[config.mk]
export PLATFORM = sky130hd
export DESIGN_NAME = control_sequencer
export DESIGN_NICKNAME = d
export VERILOG_FILES = /design/src/rtl/control_sequencer.sv
export SDC_FILE = /design/constraint.sdc
export NUM_CORES = 1
export LEC_CHECK = 0
export ABC_CLOCK_PERIOD_IN_PS = 3200
export CORE_AREA = 2 2 57 48
export CTS_BUF_LIST = sky130_fd_sc_hd__clkbuf_4
export DETAILED_ROUTE_END_ITERATION = 16
export DIE_AREA = 0 0 59 50
export PLACE_DENSITY = 0.8
export RECOVER_POWER = 100
export SYNTH_ARGS = -nofsm -noshare
export SYNTH_HDL_FRONTEND = slang
export SYNTH_SLANG_ARGS = --single-unit
[constraint.sdc]
create_clock -name clock -period 3.2 [get_ports clock]
set_clock_uncertainty 0.2 [all_clocks]
set_input_delay 0.64 -clock clock [delete_from_list [all_inputs] [get_ports clock]]
set_output_delay 0.64 -clock clock [all_outputs]
set_load 0.01 [all_outputs]
[src/rtl/control_sequencer.sv]
// control_sequencer: hardwired T-state control unit for the mini-SRC datapath.
// Every instruction starts with a three-state fetch (T0-T2) and then runs an
// opcode-dependent execute sequence (T3-T7). All outputs are Moore-decoded
// from the current state and the opcode held in IR.
module control_sequencer (
    input  logic        clock,
    input  logic        clear,
    input  logic [31:0] IR,
    input  logic        CON,
    output logic        PCout,
    output logic        Zlowout,
    output logic        MDRout,
    output logic        Cout,
    output logic        PCin,
    output logic        IRin,
    output logic        MARin,
    output logic        MDRin,
    output logic        Yin,
    output logic        Zin,
    output logic        CONin,
    output logic        IncPC,
    output logic        Read,
    output logic        Write,
    output logic        Gra,
    output logic        Grb,
    output logic        Grc,
    output logic        Rin,
    output logic        Rout,
    output logic        BAout,
    output logic [4:0]  alu_op,
    output logic        run,
    output logic        done
);

    localparam logic [4:0] ADD_OP  = 5'b00011;
    localparam logic [4:0] AND_OP  = 5'b00101;
    localparam logic [4:0] OR_OP   = 5'b00110;

    localparam logic [4:0] OP_LD   = 5'b00000;
    localparam logic [4:0] OP_LDI  = 5'b00001;
    localparam logic [4:0] OP_ST   = 5'b00010;
    localparam logic [4:0] OP_ADD  = 5'b00011;
    localparam logic [4:0] OP_SUB  = 5'b00100;
    localparam logic [4:0] OP_AND  = 5'b00101;
    localparam logic [4:0] OP_OR   = 5'b00110;
    localparam logic [4:0] OP_ADDI = 5'b01000;
    localparam logic [4:0] OP_ANDI = 5'b01001;
    localparam logic [4:0] OP_ORI  = 5'b01010;
    localparam logic [4:0] OP_BR   = 5'b10010;
    localparam logic [4:0] OP_HALT = 5'b11011;

    typedef enum logic [3:0] {
        S_RST, S_T0, S_T1, S_T2, S_T3, S_T4, S_T5, S_T6, S_T7, S_HALT
    } state_t;

    // Instruction classes sharing an execute sequence; nop covers undefined opcodes.
    typedef enum logic [2:0] {
        C_NOP, C_RTYPE, C_ITYPE, C_LDI, C_LD, C_ST, C_BR, C_HALT
    } iclass_t;

    state_t     state_q, state_d;
    iclass_t    iclass;
    logic [4:0] opcode;
    logic [4:0] imm_alu;
    logic       ir_unused;

    assign opcode    = IR[31:27];
    assign ir_unused = ^IR[26:0];

    // Opcode classification and ALU code selection for the immediate forms.
    always_comb begin
        iclass  = C_NOP;
        imm_alu = ADD_OP;
        case (opcode)
            OP_ADD, OP_SUB, OP_AND, OP_OR: iclass = C_RTYPE;
            OP_ADDI: begin iclass = C_ITYPE; imm_alu = ADD_OP; end
            OP_ANDI: begin iclass = C_ITYPE; imm_alu = AND_OP; end
            OP_ORI:  begin iclass = C_ITYPE; imm_alu = OR_OP;  end
            OP_LDI:  iclass = C_LDI;
            OP_LD:   iclass = C_LD;
            OP_ST:   iclass = C_ST;
            OP_BR:   iclass = C_BR;
            OP_HALT: iclass = C_HALT;
            default: iclass = C_NOP;
        endcase
    end

    // State register; clear forces RST immediately, independent of the clock.
    always_ff @(posedge clock or posedge clear) begin
        if (clear) begin
            state_q <= S_RST;
        end else begin
            state_q <= state_d;
        end
    end

    // Next-state and Moore output decode from state and opcode class.
    always_comb begin
        state_d = state_q;
        PCout   = 1'b0;
        Zlowout = 1'b0;
        MDRout  = 1'b0;
        Cout    = 1'b0;
        PCin    = 1'b0;
        IRin    = 1'b0;
        MARin   = 1'b0;
        MDRin   = 1'b0;
        Yin     = 1'b0;
        Zin     = 1'b0;
        CONin   = 1'b0;
        IncPC   = 1'b0;
        Read    = 1'b0;
        Write   = 1'b0;
        Gra     = 1'b0;
        Grb     = 1'b0;
        Grc     = 1'b0;
        Rin     = 1'b0;
        Rout    = 1'b0;
        BAout   = 1'b0;
        alu_op  = 5'b00000;
        run     = 1'b0;
        done    = 1'b0;

        case (state_q)
            S_RST: state_d = S_T0;
            S_T0: begin
                run = 1'b1; PCout = 1'b1; MARin = 1'b1; IncPC = 1'b1; Zin = 1'b1;
                state_d = S_T1;
            end
            S_T1: begin
                run = 1'b1; Zlowout = 1'b1; PCin = 1'b1; Read = 1'b1; MDRin = 1'b1;
                state_d = S_T2;
            end
            S_T2: begin
                run = 1'b1; MDRout = 1'b1; IRin = 1'b1;
                state_d = S_T3;
            end
            S_T3: begin
                run     = 1'b1;
                state_d = S_T4;
                case (iclass)
                    C_RTYPE, C_ITYPE: begin Grb = 1'b1; Rout = 1'b1; Yin = 1'b1; end
                    C_LDI, C_LD, C_ST: begin Grb = 1'b1; BAout = 1'b1; Yin = 1'b1; end
                    C_BR:   begin Gra = 1'b1; Rout = 1'b1; CONin = 1'b1; end
                    C_HALT: state_d = S_HALT;
                    default: begin done = 1'b1; state_d = S_T0; end
                endcase
            end
            S_T4: begin
                run     = 1'b1;
                state_d = S_T5;
                case (iclass)
                    C_RTYPE: begin Grc = 1'b1; Rout = 1'b1; Zin = 1'b1; alu_op = opcode; end
                    C_ITYPE: begin Cout = 1'b1; Zin = 1'b1; alu_op = imm_alu; end
                    C_LDI, C_LD, C_ST: begin Cout = 1'b1; Zin = 1'b1; alu_op = ADD_OP; end
                    C_BR:    begin PCout = 1'b1; Yin = 1'b1; end
                    default: state_d = S_T0;
                endcase
            end
            S_T5: begin
                run     = 1'b1;
                state_d = S_T0;
                case (iclass)
                    C_RTYPE, C_ITYPE, C_LDI: begin
                        Zlowout = 1'b1; Gra = 1'b1; Rin = 1'b1; done = 1'b1;
                    end
                    C_LD, C_ST: begin Zlowout = 1'b1; MARin = 1'b1; state_d = S_T6; end
                    C_BR: begin Cout = 1'b1; Zin = 1'b1; alu_op = ADD_OP; state_d = S_T6; end
                    default: state_d = S_T0;
                endcase
            end
            S_T6: begin
                run     = 1'b1;
                state_d = S_T0;
                case (iclass)
                    C_LD: begin Read = 1'b1; MDRin = 1'b1; state_d = S_T7; end
                    C_ST: begin Gra = 1'b1; Rout = 1'b1; MDRin = 1'b1; state_d = S_T7; end
                    // Branch target is always on the bus; PC only takes it when taken.
                    C_BR: begin Zlowout = 1'b1; PCin = CON; done = 1'b1; end
                    default: state_d = S_T0;
                endcase
            end
            S_T7: begin
                run     = 1'b1;
                state_d = S_T0;
                case (iclass)
                    C_LD: begin MDRout = 1'b1; Gra = 1'b1; Rin = 1'b1; done = 1'b1; end
                    C_ST: begin Write = 1'b1; done = 1'b1; end
                    default: state_d = S_T0;
                endcase
            end
            S_HALT: state_d = S_HALT;
            default: state_d = S_RST;
        endcase
    end

endmodule

Word-level counts from Yosys, hierarchy flattened. Cells that the tools add are included.

Bits in registers: 4. Input port bits: 35. Output and inout port bits: 27. Word-level logic and storage cells: 87.

Eq/ne operators: 27. Mux-type cells: 44. Reductions and logical operators: 15.

Operators by type and width (number): case mux 4 bit (9 select lines) (1); case mux 3 bit (7 select lines) (1); two-way mux 1 bit (20); case mux 1 bit (2 select lines) (9); == test 4 x 3 -> 1 bit (second input constant) (4); == test 5 x 3 -> 1 bit (second input constant) (3); == test 5 x 4 -> 1 bit (second input constant) (3); case mux 5 bit (3 select lines) (1); OR reduction 3 bit (5); == test 3 bit (second input constant) (4); == test 5 x 2 -> 1 bit (second input constant) (2); == test 5 bit (second input constant) (2); case mux 5 bit (2 select lines) (1); case mux 1 bit (3 select lines) (3); == test 4 x 2 -> 1 bit (second input constant) (2); == test 4 bit (second input constant) (2); case mux 1 bit (4 select lines) (2); case mux 4 bit (2 select lines) (1); OR reduction 4 bit (2); OR reduction 8 bit (1); OR reduction 7 bit (1); == test 3 x 2 -> 1 bit (second input constant) (2); two-way mux 3 bit (2); case mux 3 bit (2 select lines) (1); other kinds (10) (11).

Logic depth before layout (Yosys ltp).
Depth after elaboration: 7. Gate-level depth with buffers: 6. Depth with buffers taken out: 4.

Worst setup path after synthesis. Ideal clock, no wire load.

Kind: input to output. Start point: in IR[29]. End point: out Gra. Arrival: 2.152 ns. Required time: 2.360 ns. Setup slack: 0.208 ns. Cell stages on the path: 5. Buffers on the path: 1. Path through: buf_6 > or4_4 > or4_4 > o21bai_2 > or3b_1.

Word-level cells in the longest chain between the ends: 7. Elaborated cells between the ends (all ways): 27. Classes of those cells: eq/ne: 17; mux: 6; reduce/logical: 4.

Ends and longest elaborated chain: from (decl) (line 8) `input logic [31:0] IR,`; == test 5 x 2 -> 1 bit, or another cell as far along (line 74) `case (opcode)`; OR reduction 4 bit or OR reduction 3 bit (tied branches); case mux 3 bit (7 select lines) * (line 74); == test 3 x 1 -> 1 bit or == test 3 x 2 -> 1 bit (tied branches) (line 163) `case (iclass)`; OR reduction 3 bit; two-way mux 1 bit (line 163); case mux 1 bit (4 select lines) * (line 124) `case (state_q)`; to (decl) (line 24) `output logic Gra,`.

Mark *: on every way between the ends. The rest lies on a longest branch, timed or not.

Worst setup path in the final report.
Start point: in IR[29]. End point: out done.

Word-level cells in the longest chain between the ends: 7. Elaborated cells between the ends (all ways): 30. Classes of those cells: eq/ne: 18; mux: 6; reduce/logical: 6.

Ends and longest elaborated chain: == test 5 x 2 -> 1 bit, or another cell as far along (line 74); OR reduction 4 bit or OR reduction 3 bit (tied branches); case mux 3 bit (7 select lines) * (line 74); == test 3 bit, or another cell as far along (line 141, 186); OR reduction 7 bit (no source line), or another cell as far along; two-way mux 1 bit (on tied branches) (line 141, 163, 186); case mux 1 bit (4 select lines) * (line 124); to (decl) (line 32) `output logic done`.

Marked as above.

==> metrics.md <==
| Metric | Value |
|---|---|
| Req. time, crit path | `2.36 ns` |
| CP Class | `primary input to output port` |
| Largest family of logic cells by synthesized area | `simple AND/OR/NAND/NOR gates` |
| Fin crit period | `approximately 3.2 ns` |
| Gp weighted congestion | `approximately 0.86` |
| Hold slack | `0.503 ns` |
| Ratio of cells with drive above 1 in the final layout | `37.0%` |
| Post-synth EDFFs | `0` |
| Clock sinks | `4` |
| Gr usage total | `20.5%` |
| Asr flop ratio synth | `100%` |
| Inserted Diodes | `0` |
| H-tree Lvls | `1` |
| Simple-Gate Fraction of Synth Area | `47.0%` |
| First-pass detailed-route iteration total | `4` |
| Slowest-stage cell, CP | `o31ai_1` |
| Reg2reg path depth | `5` |
| Depth of the worst hold-timing path | `2` |
| Outcome | `finished, final reports clean` |
| Antenna Violating Nets Remaining | `0` |
| Regs by FF count | `state_q: 4 flops` |
| Power Dens Cells | `494 nW/um^2` |
| DR iter-0 viols | `48` |
| Die Area | `2950 sq um` |
| CP Depth | `9` |
| Fraction of synthesized area in multiplexers | `0%` |
| Core area | `roughly 2400 sq um` |
| Initial Util | `between 30% and 40%` |
| Synthesized cell area | `slightly below 800 sq um` |
| Worst r2r dst | `state_q[3]$_DFF_PP0_` |
| Critical path data arrival time | `roughly 2.3 ns` |
| # placed instances | `196` |
| Clock latency on the worst-skew pair | `0.23 ns` |
| Worst Path Buf+Inv | `5` |
| Layout area overhead | `70.1%` |
| Final Hold Fails | `0` |
| Most common flop cell mapped by yosys | `dfrtp_1` |
| CP max FO | `8` |
| Root Driver | `clkbuf_4` |
| Die width | `59 um` |
| Crit path max-delay family | `buffers and inverters` |
| Warnings, synthesis | `0` |
| Worst hold path class | `register to register` |
| Final core utilization | `between 50% and 60%` |
| Largest register by flop count | `state_q` |
| Avg Vias per Cell | `5.63` |
| Area of the multi-input gates | `671 sq um` |
| Gr ovfl total | `0` |
| Non-filler cells in the finished layout | `200` |
| Critical path's most frequent cell | `buf_4` |
| Compound-cell area share of the yosys netlist | `27.3%` |
| Max rail drop VDD | `262 uV` |
| Fmax | `about 0.32 GHz` |
| Vias post-DR | `1126` |
| Register area share after synthesis | `12.9%` |
| Max reg flops | `4` |
| Post-Synth Adder-Cell Area | `0%` |
| Mapped Cells | `118` |
| CTS buffer count | `3` |
| Hold_sp | `state_q[1]$_DFF_PP0_` |
| Leak | `0.637 nW` |
| Die H | `50 um` |
| Crit Reg-Reg Startpoint | `state_q[3]$_DFF_PP0_` |
| First-pass GRT wire length | `4.89 mm` |
| Crit path cell chain | `dlygate4sd2_1 > buf_4 > buf_4 > nor4b_4 > clkbuf_4 > nand2_1 > o31ai_1 > a211o_1 > buf_2` |
| CTS tree | `done` |
| Max-cap violations | `0` |
| Post-Synth XOR/XNOR Area | `2.26%` |
| Period utilization | `98.9%` |
| Post-route DRC | `0` |
| Clk buf depth | `2` |
| Drt total wl | `2.94 mm` |
| Port bufs | `32` |
| Mean Syn Cell Area | `6.56 sq um` |
| Clock transition at the registers of the reported paths | `0.04 ns` |
| Hpwl dp | `2.17 mm` |
| Seq cells post-synth | `4` |
| Rows | `16` |
| Ports | `62` |
| Reg2reg setup slack | `between 1 and 1.5 ns` |
| Post-CTS Hold Buffers | `0` |
| Max-slew violations | `0` |
| Initial antenna violation count | `0` |
| Largest net degree at the start of global routing | `17` |
| Type of origin of the critical path | `primary input` |
| Post-place setup slack | `-0.566 ns` |
| Critical Path End Type | `output port` |
| Fin nets | `between 200 and 250` |
| Fill cells | `229` |
| Setup-failing EPs final | `0` |
| Vias in the first global route | `1096` |
| Hold path endpoint | `state_q[2]$_DFF_PP0_` |
| Distinct cells, synth | `44` |
| Setup WS post-layout | `0.0346 ns` |
| Worst path max stage delay | `0.29 ns` |
| WL/cell | `about 15 um` |
| RSZ-0062 raised after global routing | `true` |
| FF+latch area | `100 sq um` |
## through the flow
stage	power (mW)	cell area, sq um	setup TNS (ns)
after global placement	0.604	1300	-8.30
after floorplan	0.354	778	0
after CTS	0.656	1340	0
final	0.651	1320	0
after detailed placement	0.616	1300	-9.03
after global routing	0.712	1320	-0.116
## metal layers
layer	vias up	global-route usage, %	routed length (um)
met5	-	0	0
met4	0	4.55	18
met3	3	3.94	195
met2	55	33.7	1420
met1	530	27.4	1300
li1	538	-	-
## cells in the final DEF (no fill, tap or decap), drive strengths merged, types with 6 or more instances in the layout
cell type and instances:
nor2 12, a21oi 7, buf 37, clkbuf 12
nand3 6, nor3 9, nand2 6, dlygate4sd2 9
clkdlybuf4s50 6
## power by group
part | internal (mW) | total (mW) | leakage [nW] | switching, mW
sequential | 0.0692 | 0.0773 | 0.0507 | 0.00813
clock | 0.0417 | 0.0594 | 0.0138 | 0.0177
combinational | 0.237 | 0.514 | 0.573 | 0.278
## repair_timing
| item | in CTS | in global routing |
|---|---|---|
| gates cloned | 0 | 0 |
| pin swaps | 3 | 3 |
| resized for setup | 58 | 23 |
| setup endpoints to repair | 22 | 15 |
| setup buffers | 1 | 0 |
| hold endpoints to repair | 0 | 0 |
## worst reg2reg max path, cell delays in order (launching register included)
cell and delay, ns:
dfrtp_1 0.36, buf_4 0.16, nand2b_1 0.21, or3_1 0.35, buf_4 0.17, o31ai_1 0.30
## final cells by class
class	count	share of cell area, %
clock buffers	3	1.71
inverters	3	0.855
flip-flops and latches	4	7.60
well taps	27	2.56
repair buffers	64	36.4
multi-input cells	99	50.9
## synthesized netlist by cell type, types with 4 or more instances
master,n,share of area [%]
a21oi_1,7,4.5
and2_1,4,3.2
clkbuf_1,8,3.9
dfrtp_1,4,13
nand2_1,6,2.9
nand2b_1,5,4.0
nand3_1,6,3.9
nor2_1,12,5.8
nor3_1,9,5.8
o21ai_0,5,3.2
or3_1,4,3.2
## worst max path at each step
stage / startpoint / to / slack, ns
floorplan: IR[29] / Gra / 0.21
global placement: IR[29] / Gra / -0.55
detailed placement: IR[29] / done / -0.57
CTS: IR[29] / MDRout / 0.002
global route: IR[29] / Zin / -0.03
finish: IR[29] / done / 0.03
## cells by family (layout without fill, tap and decap cells)
| kind of cell | Yosys count | in the layout |
|---|---|---|
| other | 1 | 2 |
| and+or+nand+nor | 64 | 64 |
| buffers and inverters | 16 | 70 |
| DFF | 4 | 4 |
| xor gates and xnor gates | 2 | 2 |
| AOI/OAI and AO/OA | 31 | 31 |
Note: power is estimated with default switching activity, not from simulation.
